<file path="src/rtl/encode_pkg.sv">
// Shared definitions for the packet-encoder scheduling slice: packet geometry,
// router header constants and the scheduler state encoding.
package encode_pkg;

    localparam int unsigned NUMBER_PACKET = 19;    // flits per encoded 1024-bit block
    localparam int unsigned ADDR_WIDTH    = 10;    // destination router address width
    localparam int unsigned DATA_WIDTH    = 1024;  // payload bits per requester block

    localparam int unsigned TTL_INIT      = 15;    // initial hop budget written by the encoder
    localparam int unsigned SRC_ROUTER    = 0;     // this router's own address

    typedef enum logic [2:0] {
        ST_IDLE      = 3'd0,
        ST_GRANT     = 3'd1,
        ST_HANDOFF   = 3'd2,
        ST_WAIT_DONE = 3'd3,
        ST_RELEASE   = 3'd4
    } sched_state_e;

    // True while a winner owns the encoder (data-mux select must be held).
    function automatic logic sched_active(input sched_state_e s);
        return (s == ST_GRANT) || (s == ST_HANDOFF) ||
               (s == ST_WAIT_DONE) || (s == ST_RELEASE);
    endfunction

endpackage

</file>
<file path="src/rtl/encode_scheduler_if.sv">
// Handshake bundle between the scheduler, the local-port requesters and the
// encoder/data mux.
//   master : scheduler side (drives grant/select/ack/valid/address)
//   slave  : requester + encoder side
interface encode_scheduler_if #(
    parameter int unsigned NUM_REQ    = 4,
    parameter int unsigned ADDR_WIDTH = 10,
    parameter int unsigned FREE_W     = 6
);
    logic [NUM_REQ-1:0]            req_valid_i;
    logic [NUM_REQ*ADDR_WIDTH-1:0] req_dst_addr_i;
    logic [NUM_REQ-1:0]            req_ack_o;
    logic [NUM_REQ-1:0]            gnt_sel_o;
    logic                          arbiter_gnt_o;
    logic                          ctrl_encode_valid_o;
    logic                          ctrl_encode_ready_i;
    logic [ADDR_WIDTH-1:0]         router_dst_addr_send_o;
    logic                          encode_done_i;
    logic [FREE_W-1:0]             fifo_free_i;

    modport master (
        input  req_valid_i, req_dst_addr_i, ctrl_encode_ready_i, encode_done_i, fifo_free_i,
        output req_ack_o, gnt_sel_o, arbiter_gnt_o, ctrl_encode_valid_o, router_dst_addr_send_o
    );

    modport slave (
        output req_valid_i, req_dst_addr_i, ctrl_encode_ready_i, encode_done_i, fifo_free_i,
        input  req_ack_o, gnt_sel_o, arbiter_gnt_o, ctrl_encode_valid_o, router_dst_addr_send_o
    );
endinterface

</file>
<file path="src/rtl/encode_scheduler_rr_arbiter.sv">
// Combinational round-robin pick: first set request searching from i_ptr+1
// with wrap-around. The pointer register lives in the caller.
//   i_req     : request vector
//   i_ptr     : index of the last winner
//   o_gnt_c   : one-hot grant
//   o_idx_c   : grant index
//   o_valid_c : any request present
module rr_arbiter #(
    parameter  int unsigned NUM_REQ = 4,
    localparam int unsigned IDX_W   = $clog2(NUM_REQ)
) (
    input  logic [NUM_REQ-1:0] i_req,
    input  logic [IDX_W-1:0]   i_ptr,
    output logic [NUM_REQ-1:0] o_gnt_c,
    output logic [IDX_W-1:0]   o_idx_c,
    output logic               o_valid_c
);

    int unsigned      w_cand;
    logic [IDX_W-1:0] w_cand_idx;

    // Scan offsets 1..NUM_REQ so the last winner is checked last.
    always_comb begin
        o_gnt_c    = '0;
        o_idx_c    = '0;
        o_valid_c  = 1'b0;
        w_cand     = 0;
        w_cand_idx = '0;
        for (int unsigned off = 1; off <= NUM_REQ; off++) begin
            w_cand     = (32'(i_ptr) + off) % NUM_REQ;
            w_cand_idx = IDX_W'(w_cand);
            if (!o_valid_c && i_req[w_cand_idx]) begin
                o_valid_c           = 1'b1;
                o_idx_c             = w_cand_idx;
                o_gnt_c[w_cand_idx] = 1'b1;
            end
        end
    end

endmodule

</file>
<file path="src/rtl/encode_scheduler.sv">
// Shares one packet encoder between NUM_REQ local requesters. A round-robin
// winner is picked only when the TX FIFO can take a whole packet; the winner's
// mux select is held until the encoder reports its last flit.
// Ports:
//   clk, rst_n      : clock, asynchronous active-low reset
//   bus (master)    : requester valid/address/ack, data-mux select, encoder
//                     grant/valid/ready/address/done, FIFO free count
//   busy_o          : scheduler not idle
//   err_timeout_o   : sticky watchdog flag
//   err_clear_i     : clears err_timeout_o (wins over a same-cycle set)
// Build option ENCODE_SCHED_WDOG_EN: enables the HANDOFF/WAIT_DONE watchdog;
// without it the scheduler waits indefinitely and err_timeout_o stays 0.
module encode_scheduler #(
    parameter int unsigned NUM_REQ       = 4,
    parameter int unsigned ADDR_WIDTH    = encode_pkg::ADDR_WIDTH,
    parameter int unsigned NUMBER_PACKET = encode_pkg::NUMBER_PACKET,
    parameter int unsigned FREE_W        = 6
`ifdef ENCODE_SCHED_WDOG_EN
    , parameter int unsigned TIMEOUT_CYCLES = 64
`endif
) (
    input  logic                 clk,
    input  logic                 rst_n,
    encode_scheduler_if.master   bus,
    output logic                 busy_o,
    output logic                 err_timeout_o,
    input  logic                 err_clear_i
);
    import encode_pkg::*;

    localparam int unsigned IDX_W = $clog2(NUM_REQ);

    sched_state_e          r_state, w_state_nxt;
    logic [IDX_W-1:0]      r_ptr, w_ptr_nxt;
    logic [IDX_W-1:0]      r_winner, w_winner_nxt;
    logic [ADDR_WIDTH-1:0] r_addr, w_addr_nxt;
    logic [NUM_REQ-1:0]    r_gnt_sel, w_gnt_sel_nxt;
    logic [NUM_REQ-1:0]    r_ack, w_ack_nxt;
    logic                  r_arb_gnt, r_valid, r_busy, r_err;
    logic                  w_timeout;

    logic [NUM_REQ-1:0]    w_arb_gnt;
    logic [IDX_W-1:0]      w_arb_idx;
    logic                  w_arb_valid;
    logic                  w_fifo_room;

    rr_arbiter #(.NUM_REQ(NUM_REQ)) u_rr_arbiter (
        .i_req     (bus.req_valid_i),
        .i_ptr     (r_ptr),
        .o_gnt_c   (w_arb_gnt),
        .o_idx_c   (w_arb_idx),
        .o_valid_c (w_arb_valid)
    );

    assign w_fifo_room = (bus.fifo_free_i >= FREE_W'(NUMBER_PACKET));

`ifdef ENCODE_SCHED_WDOG_EN
    localparam int unsigned WDOG_W = $clog2(TIMEOUT_CYCLES + 1);
    logic [WDOG_W-1:0] r_wdog_cnt;
    logic              w_wdog_hit;

    assign w_wdog_hit = ((r_state == ST_HANDOFF) || (r_state == ST_WAIT_DONE)) &&
                        (r_wdog_cnt == WDOG_W'(TIMEOUT_CYCLES - 1));

    // Restarts on every state change; counts only while waiting on the encoder.
    always_ff @(posedge clk or negedge rst_n) begin
        if (!rst_n) begin
            r_wdog_cnt <= '0;
        end else if (w_state_nxt != r_state) begin
            r_wdog_cnt <= '0;
        end else if ((r_state == ST_HANDOFF) || (r_state == ST_WAIT_DONE)) begin
            r_wdog_cnt <= r_wdog_cnt + WDOG_W'(1);
        end
    end
`else
    logic w_wdog_hit;
    assign w_wdog_hit = 1'b0;
`endif

    // Next-state and next-output decode.
    always_comb begin
        w_state_nxt   = r_state;
        w_ptr_nxt     = r_ptr;
        w_winner_nxt  = r_winner;
        w_addr_nxt    = r_addr;
        w_gnt_sel_nxt = '0;
        w_ack_nxt     = '0;
        w_timeout     = 1'b0;

        unique case (r_state)
            ST_IDLE: begin
                if (w_arb_valid && w_fifo_room) begin
                    w_winner_nxt  = w_arb_idx;
                    w_addr_nxt    = bus.req_dst_addr_i[w_arb_idx*ADDR_WIDTH +: ADDR_WIDTH];
                    w_gnt_sel_nxt = w_arb_gnt;
                    w_state_nxt   = ST_GRANT;
                end
            end
            ST_GRANT:     w_state_nxt = ST_HANDOFF;
            ST_HANDOFF:   if (bus.ctrl_encode_ready_i) w_state_nxt = ST_WAIT_DONE;
            ST_WAIT_DONE: if (bus.encode_done_i)       w_state_nxt = ST_RELEASE;
            ST_RELEASE: begin
                w_ptr_nxt   = r_winner;
                w_state_nxt = ST_IDLE;
            end
            default:      w_state_nxt = ST_IDLE;
        endcase

        // A handshake landing on the final watchdog cycle still completes normally.
        if (w_wdog_hit && (w_state_nxt == r_state)) begin
            w_timeout   = 1'b1;
            w_ptr_nxt   = r_winner;
            w_state_nxt = ST_IDLE;
        end

        if (sched_active(w_state_nxt) && (r_state != ST_IDLE)) begin
            w_gnt_sel_nxt = r_gnt_sel;
        end
        if (w_state_nxt == ST_RELEASE) begin
            w_ack_nxt = r_gnt_sel;
        end
    end

    // State, latched winner data and registered outputs.
    always_ff @(posedge clk or negedge rst_n) begin
        if (!rst_n) begin
            r_state   <= ST_IDLE;
            r_ptr     <= IDX_W'(NUM_REQ - 1);
            r_winner  <= '0;
            r_addr    <= '0;
            r_gnt_sel <= '0;
            r_ack     <= '0;
            r_arb_gnt <= 1'b0;
            r_valid   <= 1'b0;
            r_busy    <= 1'b0;
            r_err     <= 1'b0;
        end else begin
            r_state   <= w_state_nxt;
            r_ptr     <= w_ptr_nxt;
            r_winner  <= w_winner_nxt;
            r_addr    <= w_addr_nxt;
            r_gnt_sel <= w_gnt_sel_nxt;
            r_ack     <= w_ack_nxt;
            r_arb_gnt <= (w_state_nxt == ST_GRANT);
            r_valid   <= (w_state_nxt == ST_HANDOFF);
            r_busy    <= (w_state_nxt != ST_IDLE);
            if (err_clear_i) begin
                r_err <= 1'b0;
            end else if (w_timeout) begin
                r_err <= 1'b1;
            end
        end
    end

    assign bus.req_ack_o              = r_ack;
    assign bus.gnt_sel_o              = r_gnt_sel;
    assign bus.arbiter_gnt_o          = r_arb_gnt;
    assign bus.ctrl_encode_valid_o    = r_valid;
    assign bus.router_dst_addr_send_o = r_addr;
    assign busy_o                     = r_busy;
    assign err_timeout_o              = r_err;

endmodule

</file>
<file path="src/flat_wrapper.sv">
// flat-port wrapper written by rule: the top's interface ports become plain ports
module encode_scheduler_flat import encode_pkg::*;
#(
    parameter int unsigned NUM_REQ       = 4,
    parameter int unsigned ADDR_WIDTH    = encode_pkg::ADDR_WIDTH,
    parameter int unsigned NUMBER_PACKET = encode_pkg::NUMBER_PACKET,
    parameter int unsigned FREE_W        = 6

)
  (clk, rst_n, busy_o, err_timeout_o, err_clear_i, bus_req_valid_i, bus_req_dst_addr_i, bus_ctrl_encode_ready_i, bus_encode_done_i, bus_fifo_free_i, bus_req_ack_o, bus_gnt_sel_o, bus_arbiter_gnt_o, bus_ctrl_encode_valid_o, bus_router_dst_addr_send_o);
  encode_scheduler_if #(.NUM_REQ(NUM_REQ), .ADDR_WIDTH(ADDR_WIDTH), .FREE_W(FREE_W)) bus_i ();
  input  logic clk;
  input  logic rst_n;
  output logic busy_o;
  output logic err_timeout_o;
  input  logic err_clear_i;
  input wire logic [$bits(bus_i.req_valid_i)-1:0] bus_req_valid_i;
  input wire logic [$bits(bus_i.req_dst_addr_i)-1:0] bus_req_dst_addr_i;
  input wire logic [$bits(bus_i.ctrl_encode_ready_i)-1:0] bus_ctrl_encode_ready_i;
  input wire logic [$bits(bus_i.encode_done_i)-1:0] bus_encode_done_i;
  input wire logic [$bits(bus_i.fifo_free_i)-1:0] bus_fifo_free_i;
  output wire logic [$bits(bus_i.req_ack_o)-1:0] bus_req_ack_o;
  output wire logic [$bits(bus_i.gnt_sel_o)-1:0] bus_gnt_sel_o;
  output wire logic [$bits(bus_i.arbiter_gnt_o)-1:0] bus_arbiter_gnt_o;
  output wire logic [$bits(bus_i.ctrl_encode_valid_o)-1:0] bus_ctrl_encode_valid_o;
  output wire logic [$bits(bus_i.router_dst_addr_send_o)-1:0] bus_router_dst_addr_send_o;
  assign bus_i.req_valid_i = bus_req_valid_i;
  assign bus_i.req_dst_addr_i = bus_req_dst_addr_i;
  assign bus_i.ctrl_encode_ready_i = bus_ctrl_encode_ready_i;
  assign bus_i.encode_done_i = bus_encode_done_i;
  assign bus_i.fifo_free_i = bus_fifo_free_i;
  assign bus_req_ack_o = bus_i.req_ack_o;
  assign bus_gnt_sel_o = bus_i.gnt_sel_o;
  assign bus_arbiter_gnt_o = bus_i.arbiter_gnt_o;
  assign bus_ctrl_encode_valid_o = bus_i.ctrl_encode_valid_o;
  assign bus_router_dst_addr_send_o = bus_i.router_dst_addr_send_o;
  encode_scheduler #(.NUM_REQ(NUM_REQ), .ADDR_WIDTH(ADDR_WIDTH), .NUMBER_PACKET(NUMBER_PACKET), .FREE_W(FREE_W)) u_core (.clk(clk), .rst_n(rst_n), .bus(bus_i), .busy_o(busy_o), .err_timeout_o(err_timeout_o), .err_clear_i(err_clear_i));
endmodule
</file>
<file path="config.mk">
export PLATFORM = sky130hd
export DESIGN_NAME = encode_scheduler_flat
export DESIGN_NICKNAME = d
export VERILOG_FILES = /design/src/rtl/encode_pkg.sv /design/src/rtl/encode_scheduler_if.sv /design/src/rtl/encode_scheduler_rr_arbiter.sv /design/src/rtl/encode_scheduler.sv /design/src/flat_wrapper.sv
export SDC_FILE = /design/constraint.sdc
export NUM_CORES = 1
export LEC_CHECK = 0
export ABC_AREA = 0
export ABC_CLOCK_PERIOD_IN_PS = 4600
export CAP_MARGIN = 20
export CORE_MARGIN = 5
export CORE_UTILIZATION = 46
export DETAILED_ROUTE_END_ITERATION = 7
export GPL_ROUTABILITY_DRIVEN = 0
export HOLD_SLACK_MARGIN = 0.05
export PLACE_DENSITY_LB_ADDON = 0.05
export SLEW_MARGIN = 20
export SYNTH_ARGS = -nofsm -noshare
export SYNTH_HDL_FRONTEND = slang
export SYNTH_HIERARCHICAL = 1
export SYNTH_SLANG_ARGS = --single-unit
export TNS_END_PERCENT = 1
</file>
<file path="constraint.sdc">
create_clock -name clk -period 4.6 [get_ports clk]
set_input_delay 0.46 -clock clk [delete_from_list [all_inputs] [get_ports clk]]
set_output_delay 0.46 -clock clk [all_outputs]
set_load 0.02 [all_outputs]
</file>
-- After elaboration in Yosys (flattened, before gate mapping)
Index checks and enable logic that the tools add are counted.
- bits in read-only memories: 0
- latch bits: 0
- bits in registers: 28
- memories: 0
- input bits: 55
- RAM bits: 0
- word-level logic and storage cells: 89
- add/subtract/negate cells: 4
- reductions and logical operators: 19
- div/mod/pow operators: 0
- shifts and indexed selects: 1
- bitwise gates (word level): 3
- $mul: 1
- equal/unequal tests: 8
- magnitude comparators: 9
- mux-type cells: 35
- operators by type and width (kind ; number):
    40-bit by 7-bit variable part select with 10-bit output ; 1
    4-bit two-way mux ; 7
    3-bit by 2-bit == test with 1-bit output, second input constant ; 4
    2-bit by 3-bit < comparator with 1-bit output, second input constant ; 4
    1-bit two-way mux ; 12
    4-bit bitwise OR ; 3
    3-bit case mux with 4 select lines ; 1
    1-bit logical AND ; 9
    3-bit two-way mux ; 3
    1-bit binary-select mux with 2-bit select ; 4
    1-bit demux with 2-bit select ; 4
    2-bit by 1-bit >= comparator with 1-bit output, second input constant ; 4
    2-bit two-way mux ; 4
    3-bit by 1-bit == test with 1-bit output, second input constant ; 2
    3-bit == test, second input constant ; 2
    6-bit by 5-bit >= comparator with 1-bit output, second input constant ; 1
    3-bit nonzero test ; 2
    2-bit by 3-bit multiplier with 5-bit output, second input constant ; 1
    2-bit by 1-bit adder with 2-bit output, second input constant ; 2
    2-bit adder, second input constant ; 2
    1-bit zero test ; 3
    3-bit zero test ; 1
    1-bit logical OR ; 3
    2-bit AND reduction ; 1

-- Longest topological paths before layout
Gate-level depths: netlist of the first run.
- depth in word-level cells: 21
- gate-level depth with buffers: 11

-- By module
The synthesis of the first run kept the hierarchy.
- modules (own cells, without submodules) (module ; sequential area each (um^2) ; cells each ; instances ; area an instance (um^2)):
    encode_scheduler ; 703.2 ; 84 ; 1 ; 1321.3
    rr_arbiter ; 0.0 ; 68 ; 1 ; 525.5

-- Worst setup path before layout of the first run
No wires, ideal clock.
- path kind: register to register
- from: register u_core.r_ptr[0]
- to: register u_core.r_addr[6] (netlist: u_core/bus.router_dst_addr_send_o[6])
- arrival: 2.971 ns
- library setup time: 0.125 ns
- cell stages (with the launch flop): 12
- clock period less this slack: 3.096 ns
- required time: 4.475 ns
- path buffers: 3
- path slack: 1.504 ns
- cells stage by stage: dfstp_2 > buf_4 > inv_2 > ha_1 > buf_6 > a21oi_2 > nor3_1 > nor2_2 > o31a_1 > buf_1 > mux4_2 > mux2_4
- longest elaborated chain between the ends: 15
- RTL lines (item ; line ; text):
    start, declared ; encode_scheduler.sv:34 ; logic [IDX_W-1:0] r_ptr, w_ptr_nxt;
    start signal, assigned ; encode_scheduler.sv:128 ; r_ptr <= IDX_W'(NUM_REQ - 1);
    start signal, assigned ; encode_scheduler.sv:139 ; r_ptr <= w_ptr_nxt;
    2-bit by 1-bit adder with 2-bit output ; encode_scheduler_rr_arbiter.sv:30 ; w_cand = (32'(i_ptr) + off) % NUM_REQ;
    1-bit binary-select mux with 2-bit select ; encode_scheduler_rr_arbiter.sv:32 ; if (!o_valid_c && i_req[w_cand_idx]) begin
    1-bit two-way mux (implied by the code) ; encode_scheduler_rr_arbiter.sv:32 ;
    1-bit two-way mux ; encode_scheduler_rr_arbiter.sv:32 ;
    1-bit zero test ; encode_scheduler_rr_arbiter.sv:32 ;
    1-bit logical AND ; encode_scheduler_rr_arbiter.sv:32 ;
    1-bit two-way mux ; encode_scheduler_rr_arbiter.sv:32 ;
    1-bit zero test ; encode_scheduler_rr_arbiter.sv:32 ;
    1-bit logical AND ; encode_scheduler_rr_arbiter.sv:32 ;
    1-bit two-way mux ; encode_scheduler_rr_arbiter.sv:32 ;
    1-bit zero test ; encode_scheduler_rr_arbiter.sv:32 ;
    1-bit logical AND ; encode_scheduler_rr_arbiter.sv:32 ;
    2-bit two-way mux * ; encode_scheduler_rr_arbiter.sv:32 ;
    named net u_core.w_arb_idx[0] ; encode_scheduler.sv:43 ; logic [IDX_W-1:0] w_arb_idx;
    2-bit by 3-bit multiplier with 5-bit output * ; encode_scheduler.sv:94 ; w_addr_nxt = bus.req_dst_addr_i[w_arb_idx*ADDR_WIDTH +: ADDR_WIDTH];
    40-bit by 7-bit variable part select with 10-bit output * ; encode_scheduler.sv:94 ;
    end signal, assigned ; encode_scheduler.sv:141 ; r_addr <= w_addr_nxt;
    end, declared ; encode_scheduler.sv:36 ; logic [ADDR_WIDTH-1:0] r_addr, w_addr_nxt;
Mark *: on every way through the listed nets, which the timed path passes. The rest lies on a longest branch. The select of a mux whose other input is x is not followed.
A chain may end at the register's enable or synchronous reset.

-- Final worst setup path of the first run
- from: input bus_req_valid_i[2]
- to: register u_core.r_addr[5] (netlist: u_core/bus.router_dst_addr_send_o[5])
- longest elaborated chain between the ends: 14
- RTL lines (item ; line ; text):
    start, declared ; flat_wrapper.sv:17 ; input wire logic [$bits(bus_i.req_valid_i)-1:0] bus_req_valid_i;
    1-bit binary-select mux with 2-bit select ; encode_scheduler_rr_arbiter.sv:32 ;
    1-bit two-way mux (implied by the code) ; encode_scheduler_rr_arbiter.sv:32 ;
    1-bit two-way mux ; encode_scheduler_rr_arbiter.sv:32 ;
    1-bit zero test ; encode_scheduler_rr_arbiter.sv:32 ;
    1-bit logical AND ; encode_scheduler_rr_arbiter.sv:32 ;
    1-bit two-way mux ; encode_scheduler_rr_arbiter.sv:32 ;
    1-bit zero test ; encode_scheduler_rr_arbiter.sv:32 ;
    1-bit logical AND ; encode_scheduler_rr_arbiter.sv:32 ;
    1-bit two-way mux ; encode_scheduler_rr_arbiter.sv:32 ;
    1-bit zero test ; encode_scheduler_rr_arbiter.sv:32 ;
    1-bit logical AND ; encode_scheduler_rr_arbiter.sv:32 ;
    2-bit two-way mux * ; encode_scheduler_rr_arbiter.sv:32 ;
    named net u_core.w_arb_idx[0] ; encode_scheduler.sv:43 ;
    2-bit by 3-bit multiplier with 5-bit output * ; encode_scheduler.sv:94 ;
    40-bit by 7-bit variable part select with 10-bit output * ; encode_scheduler.sv:94 ;
Marked as above.

==> impl_metrics.env, run 1 <==
export IMPL_cp_slowest_stage_delay_ns=0.69
export IMPL_rrSetupSlack_ns=1.26
export IMPL_cp_cell_sequence="clkdlybuf4s50_1 -> or3b_1 -> o21ai_1 -> a21oi_1 -> o22ai_2 -> o31a_1 -> mux4_2 -> mux2_2"
export IMPL_fp_dieArea_mm2=0.00538
export IMPL_cts_made_buffers=3
export IMPL_synth_main_ff_cell="dfrtp_1"
export IMPL_avgViaCountPerCell=5.42
export IMPL_drive_gt1_share_pct=19.4
export IMPL_overflow=0
export IMPL_cp_end_kind="register"
export IMPL_clockBufferDepth=2
export IMPL_avgSynthCellArea_um2=12.1
export IMPL_grt_setup_unrepaired="false"
export IMPL_ys_seq_area_share_pct=38.1
export IMPL_fp_dieH_um=73.4
export IMPL_cap_violations=0
export IMPL_wl_per_cell_um=15.6
export IMPL_htreeDepth=1
export IMPL_hold_path_startpoint="u_core/r_winner[1]$_DFFE_PN0P_"
export IMPL_cp_required_ns=4.76
export IMPL_drt_initial_drc_count=63
export IMPL_status="finished clean"
export IMPL_grt_pass1_wl_um=6810
export IMPL_reg2reg_from="u_core/r_ptr[0]$_DFFE_PN1N_"
export IMPL_drc_errors=0
export IMPL_antenna_found_initial=0
export IMPL_grt_usage_pct=16.0
export IMPL_clkPwrFrac_pct=11.2
export IMPL_holdPathStages=1
export IMPL_p_sw_w=0.000636
export IMPL_cts_resized_gates=0
export IMPL_pwr_share_seq_pct=27.1
export IMPL_hold_buffers=0
export IMPL_swShare_pct=38.3
export IMPL_fin_tns_setup_ns=0
export IMPL_ant_nets=0
export IMPL_ios=77
export IMPL_diodes=0
export IMPL_cts_tree="built"
export IMPL_slowest_stage="o31a_1"
export IMPL_worst_path_max_fanout=11
export IMPL_grt_start_max_net_pins=29
export IMPL_p_leak_nw=1.06
export IMPL_yosys_warnings=6
export IMPL_post_route_period_util_pct=73.1
export IMPL_port_buffers=74
export IMPL_clock_skew_final_ns=0.00644
export IMPL_layout_min_cycle_time_ns=3.36
export IMPL_worstMarginPinSlew_ns=0.771
export IMPL_critical_path_class="primary input to register"
export IMPL_place_area_mm2=0.00258
export IMPL_fin_util_pct=67.2
export IMPL_finalWirelength_um=4250
export IMPL_hold_violations=0
export IMPL_clock_sinks=28
export IMPL_min_to="u_core/r_winner[1]$_DFFE_PN0P_"
export IMPL_clk_pin_slew_worst_paths_ns=0.09
export IMPL_cp_start_kind="primary input"
export IMPL_dr_pass1_iters=4
export IMPL_dpl_hpwl_um=3460
export IMPL_final_max_slew_viol_count=0
export IMPL_holdWs_ns=0.511
export IMPL_relSlewSlack_pct=48.6
export IMPL_synth_distinct_cells=52
export IMPL_syn_area_mm2=0.00185
export IMPL_start_util_pct=46.8
export IMPL_power_density_mw_per_mm2=628
export IMPL_coreArea_mm2=0.00394
export IMPL_synth_seq_cells=28
export IMPL_root_buffer="clkbuf_8"
export IMPL_clk_latency_ns=0.27
export IMPL_r2r_end="u_core/bus.router_dst_addr_send_o[5]$_DFFE_PN0P_"
export IMPL_synth_edff_count=0
export IMPL_fin_area_mm2=0.00265
export IMPL_post_cts_buffers=0
export IMPL_reg2reg_depth=7
export IMPL_layout_common_cells="clkdlybuf4s50_1, dfrtp_1, nand2_1, mux4_2, mux2_2"
export IMPL_vias=1475
export IMPL_final_nets=286
export IMPL_hp_class="register to register"
export IMPL_cp_data_arrival_time_ns=3.53
export IMPL_setup_viol=0
export IMPL_layout_commonest_cell="clkdlybuf4s50_1"
export IMPL_placementRows=23
export IMPL_max_freq_mhz=297
export IMPL_combPwrFrac_pct=61.7
export IMPL_p_int_w=0.00103
export IMPL_grt_pass1_vias=1518
export IMPL_vdd_ir_drop_max_mv=0.395
export IMPL_areaGrowthSynthToFinish_pct=43.4
export IMPL_syn_inst=152
export IMPL_dieWidth_um=73.4
export IMPL_async_flop_share_pct=100
export IMPL_syn_nets=215
-- state kept, by name, summed over array words and instances, names as in the netlist --
name and flops:
u_core/bus.ctrl_encode_valid_o 1, u_core/bus.router_dst_addr_send_o 10, u_core/r_state 3, u_core/bus.gnt_sel_o 4
u_core/r_winner 2, u_core/bus.req_ack_o 4, u_core/busy_o 1, u_core/r_ptr 2
u_core/bus.arbiter_gnt_o 1
-- per-stage QoR --
stage | setup WS, ns | std cells | total power, W
floorplan | 1.50 | 152 | 0.00120
global placement | 0.976 | 268 | 0.00145
detailed placement | 0.883 | 268 | 0.00149
CTS | 1.18 | 272 | 0.00168
global route | 0.974 | 272 | 0.00178
finish | 1.24 | 272 | 0.00166
-- how the worst max path moves through the flow --
stage / startpoint / to / slack (ns)
2_1_floorplan: u_core/r_ptr[0]$_DFFE_PN1N_ / u_core/bus.router_dst_addr_send_o[6]$_DFFE_PN0P_ / 1.50
4_1_cts: bus_req_valid_i[2] / u_core/bus.router_dst_addr_send_o[5]$_DFFE_PN0P_ / 1.18
6_report: bus_req_valid_i[2] / u_core/bus.router_dst_addr_send_o[5]$_DFFE_PN0P_ / 1.24
3_3_place_gp: bus_req_valid_i[2] / u_core/bus.router_dst_addr_send_o[5]$_DFFE_PN0P_ / 0.98
3_5_place_dp: bus_req_valid_i[2] / u_core/bus.router_dst_addr_send_o[5]$_DFFE_PN0P_ / 0.88
5_1_grt: bus_req_valid_i[2] / u_core/bus.router_dst_addr_send_o[3]$_DFFE_PN0P_ / 0.97
-- per-layer routing --
layer	vias to the layer above	GRT usage [%]	part of all wire, %
met5	-	0	0
met4	0	3.62	1.0
met3	6	3.15	7.2
met2	53	29.6	54
met1	713	19.1	38
li1	703	-	-
-- worst max-delay path, delay by kind of cell --
family	cells	cell delay, ns
muxes	2	0.87
AOI/OAI and AO/OA	4	1.15
buffers and inverters	1	0.66
and+or+nand+nor	1	0.38
-- power by group through the flow --
stage	registers [W]	logic (W)	clock network, W
floorplan	0.000514	0.000690	0
global placement	0.000446	0.00100	0
detailed placement	0.000455	0.00104	0
CTS	0.000451	0.00104	0.000191
global route	0.000470	0.00111	0.000202
finish	0.000450	0.00103	0.000186
-- cell usage after synthesis, types with 2 or more instances --
cell type,instances,area (µm²)
o21ai_0,3,15.0
inv_1,4,15.0
nor2_1,7,26.3
and2_1,5,31.3
buf_6,3,33.8
mux2_4,4,60.1
ha_1,8,100
mux4_2,11,248
dfstp_2,2,52.6
mux2i_1,2,20.0
a21boi_0,2,15.0
o21ai_1,5,25.0
a22o_1,4,35.0
nand3_1,2,10.0
a21oi_1,3,15.0
dfrtp_1,26,651
mux2_2,10,113
a221o_1,4,40.0
nand2_1,12,45.0
nor2b_1,2,12.5
buf_4,2,15.0
-- area by class of cell --
type	count	area [µm²]
Fill cell	299	1290
Multi-Input combinational cell	109	1030
Timing Repair Buffer	75	748
Sequential cell	28	703
Tap cell	50	62.6
Clock buffer	3	41.3
Clock inverter	1	30.0
Inverter	6	27.5
-- kinds of logic (layout without fill, tap and decap cells) --
group	count (synthesis)	in the layout	share of synthesized area, %
AO/OA/AOI/OAI	33	33	14.5
adder cells (fa/ha/maj)	8	8	5.42
buffers and inverters	15	85	5.89
flip-flops	28	28	38.1
multiplexers	28	28	25.1
other	1	1	0.203
AND/OR/NAND/NOR	39	39	10.8
(Power assumes the default switching activity.)
==> run 2, diff against run 1 <==
--- a/config.mk
+++ b/config.mk
@@ -6,10 +6,10 @@
 export NUM_CORES = 1
 export LEC_CHECK = 0
 export ABC_AREA = 0
-export ABC_CLOCK_PERIOD_IN_PS = 4600
+export ABC_CLOCK_PERIOD_IN_PS = 3500
 export CAP_MARGIN = 20
 export CORE_MARGIN = 5
-export CORE_UTILIZATION = 46
+export CORE_UTILIZATION = 43
 export DETAILED_ROUTE_END_ITERATION = 7
 export GPL_ROUTABILITY_DRIVEN = 0
 export HOLD_SLACK_MARGIN = 0.05
==> constraint.sdc (replaced) <==
create_clock -name clk -period 3.5 [get_ports clk]
set_input_delay 0.35 -clock clk [delete_from_list [all_inputs] [get_ports clk]]
set_output_delay 0.35 -clock clk [all_outputs]
set_load 0.02 [all_outputs]
==> impl_metrics.env, run 2 (synthesis gave the netlist of run 1 again) <==
export IMPL_status="finished clean"
export IMPL_power_density_mw_per_mm2=827
export IMPL_register_area_um2=703
export IMPL_overflow=0
export IMPL_cp_slowest_stage_delay_ns=0.77
export IMPL_drt_initial_drc_count=55
export IMPL_vdd_ir_drop_max_mv=0.393
export IMPL_instances_no_fill=274
export IMPL_hp_class="primary input to asynchronous set/reset pin"
export IMPL_cts_tree="built"
export IMPL_swShare_pct=38.1
export IMPL_p_int_w=0.00136
export IMPL_pwr_share_seq_pct=26.8
export IMPL_cp_start_kind="register"
export IMPL_cts_resized_gates=0
export IMPL_clkPwrFrac_pct=11.2
export IMPL_hold_violations=0
export IMPL_fp_dieH_um=75.5
export IMPL_final_max_slew_viol_count=0
export IMPL_dieWidth_um=75.5
export IMPL_p_leak_nw=1.07
export IMPL_drc_errors=0
export IMPL_grt_util_met3_pct=3.17
export IMPL_fin_tns_setup_ns=0
export IMPL_coreArea_mm2=0.00409
export IMPL_rrSetupSlack_ns=0.37
export IMPL_grt_usage_pct=15.6
export IMPL_clock_skew_final_ns=0.00773
export IMPL_grt_setup_unrepaired="false"
export IMPL_antenna_found_initial=0
export IMPL_grt_pass1_wl_um=6850
export IMPL_dpl_hpwl_um=3540
export IMPL_ant_nets=0
export IMPL_cp_required_ns=3.66
export IMPL_max_freq_mhz=320
export IMPL_p_sw_w=0.000839
export IMPL_fp_dieArea_mm2=0.00571
export IMPL_layout_common_cells="clkdlybuf4s50_1, dfrtp_1, nand2_1, mux4_2, mux2_2"
export IMPL_clock_sinks=28
export IMPL_r2r_end="u_core/bus.router_dst_addr_send_o[9]$_DFFE_PN0P_"
export IMPL_drive_gt1_share_pct=20.1
export IMPL_areaGrowthSynthToFinish_pct=44.2
export IMPL_grt_start_max_net_pins=29
export IMPL_placementRows=23
export IMPL_combPwrFrac_pct=62.0
export IMPL_critical_path_class="register to register"
export IMPL_worst_path_max_fanout=17
export IMPL_worstMarginPinSlew_ns=0.542
export IMPL_place_inst=270
export IMPL_hold_buffers=0
export IMPL_multi_input_area_mm2=0.00103
export IMPL_busiest_layer="met2"
export IMPL_setup_viol=0
export IMPL_use_met2_pct=27.1
export IMPL_cts_made_buffers=3
export IMPL_start_util_pct=45.2
export IMPL_clk_latency_ns=0.27
export IMPL_root_buffer="clkbuf_8"
export IMPL_reg2reg_from="u_core/r_ptr[0]$_DFFE_PN1N_"
export IMPL_dr_pass1_iters=4
export IMPL_cp_cell_sequence="inv_2 -> ha_1 -> a221oi_1 -> a211oi_1 -> o22a_1 -> mux4_2 -> mux2_4"
export IMPL_layout_commonest_cell="clkdlybuf4s50_1"
export IMPL_grt_pass1_vias=1537
export IMPL_use_met1_pct=19.5
export IMPL_post_cts_buffers=0
export IMPL_slowest_stage="dfstp_2"
export IMPL_vias=1503
export IMPL_clk_pin_slew_worst_paths_ns=0.09
export IMPL_cp_end_kind="register"
export IMPL_final_nets=288
export IMPL_htreeDepth=1
export IMPL_port_buffers=74
export IMPL_clockBufferDepth=2
export IMPL_largest_reg_flops=10
export IMPL_finalWirelength_um=4380
export IMPL_reg2reg_depth=7
export IMPL_post_route_period_util_pct=89.4
export IMPL_relSlewSlack_pct=63.9
export IMPL_diodes=0
export IMPL_cp_data_arrival_time_ns=3.29
export IMPL_fillers=311
export IMPL_wl_per_cell_um=16.0
export IMPL_layout_min_cycle_time_ns=3.13
export IMPL_avgViaCountPerCell=5.49
export IMPL_ios=77
export IMPL_cap_violations=0
## run 2: cell types whose count changed in the layout (fill, tap and decap cells not counted)
cell,change
buf_4,+2
## run 2: power by group through the flow
stage	logic, W	registers [W]	clock network (W)
2_1_floorplan	0.000907	0.000676	0
3_3_place_gp	0.00134	0.000583	0
3_5_place_dp	0.00137	0.000599	0
4_1_cts	0.00138	0.000593	0.000256
5_1_grt	0.00148	0.000613	0.000267
6_report	0.00136	0.000591	0.000247
## run 2: area by class of cell
type	instances	area share, %
multi-input combinational	109	38.9
tap	50	2.35
clock buffer	3	1.55
timing repair buffer	77	28.7
clock inverter	1	1.13
sequential	28	26.4
inverter	6	1.03
## run 2: worst max path at each step
stage                                start  cells past startpoint                                                to
6_report       u_core/r_ptr[0]$_DFFE_PN1N_                      7  u_core/bus.router_dst_addr_send_o[9]$_DFFE_PN0P_
5_1_grt        u_core/r_ptr[0]$_DFFE_PN1N_                      7  u_core/bus.router_dst_addr_send_o[4]$_DFFE_PN0P_
4_1_cts        u_core/r_ptr[0]$_DFFE_PN1N_                      7  u_core/bus.router_dst_addr_send_o[7]$_DFFE_PN0P_
3_5_place_dp            bus_req_valid_i[0]                      9  u_core/bus.router_dst_addr_send_o[9]$_DFFE_PN0P_
3_3_place_gp            bus_req_valid_i[0]                      9  u_core/bus.router_dst_addr_send_o[1]$_DFFE_PN0P_
2_1_floorplan  u_core/r_ptr[0]$_DFFE_PN1N_                     11  u_core/bus.router_dst_addr_send_o[6]$_DFFE_PN0P_
## run 2: per-stage QoR
stage	hold WS [ns]	instance area, µm²	total power (W)	worst slack (ns)	utilization (%)
after floorplan	0.0544	1850	0.00158	0.404	-
after global placement	0.485	2590	0.00192	0.376	63.4
after detailed placement	0.495	2590	0.00197	0.313	63.4
after CTS	0.456	2660	0.00223	0.381	65.2
after global routing	0.485	2660	0.00236	0.250	65.2
final	0.453	2660	0.00220	0.372	65.2
## run 2: per-layer routing
metal  wire (µm)  part of all wire [%]
met3         369                   8.4
met2        2280                    52
met5           0                     0
met1        1670                    38
met4          59                   1.3
## run 2: critical path, delay by kind of cell (launching register included)
kind            cells  cell delay, ns
compound gates      3            0.88
flops               1            0.77
mux                 2            0.66
fa+ha+maj           1            0.54
buf+inv             1            0.16
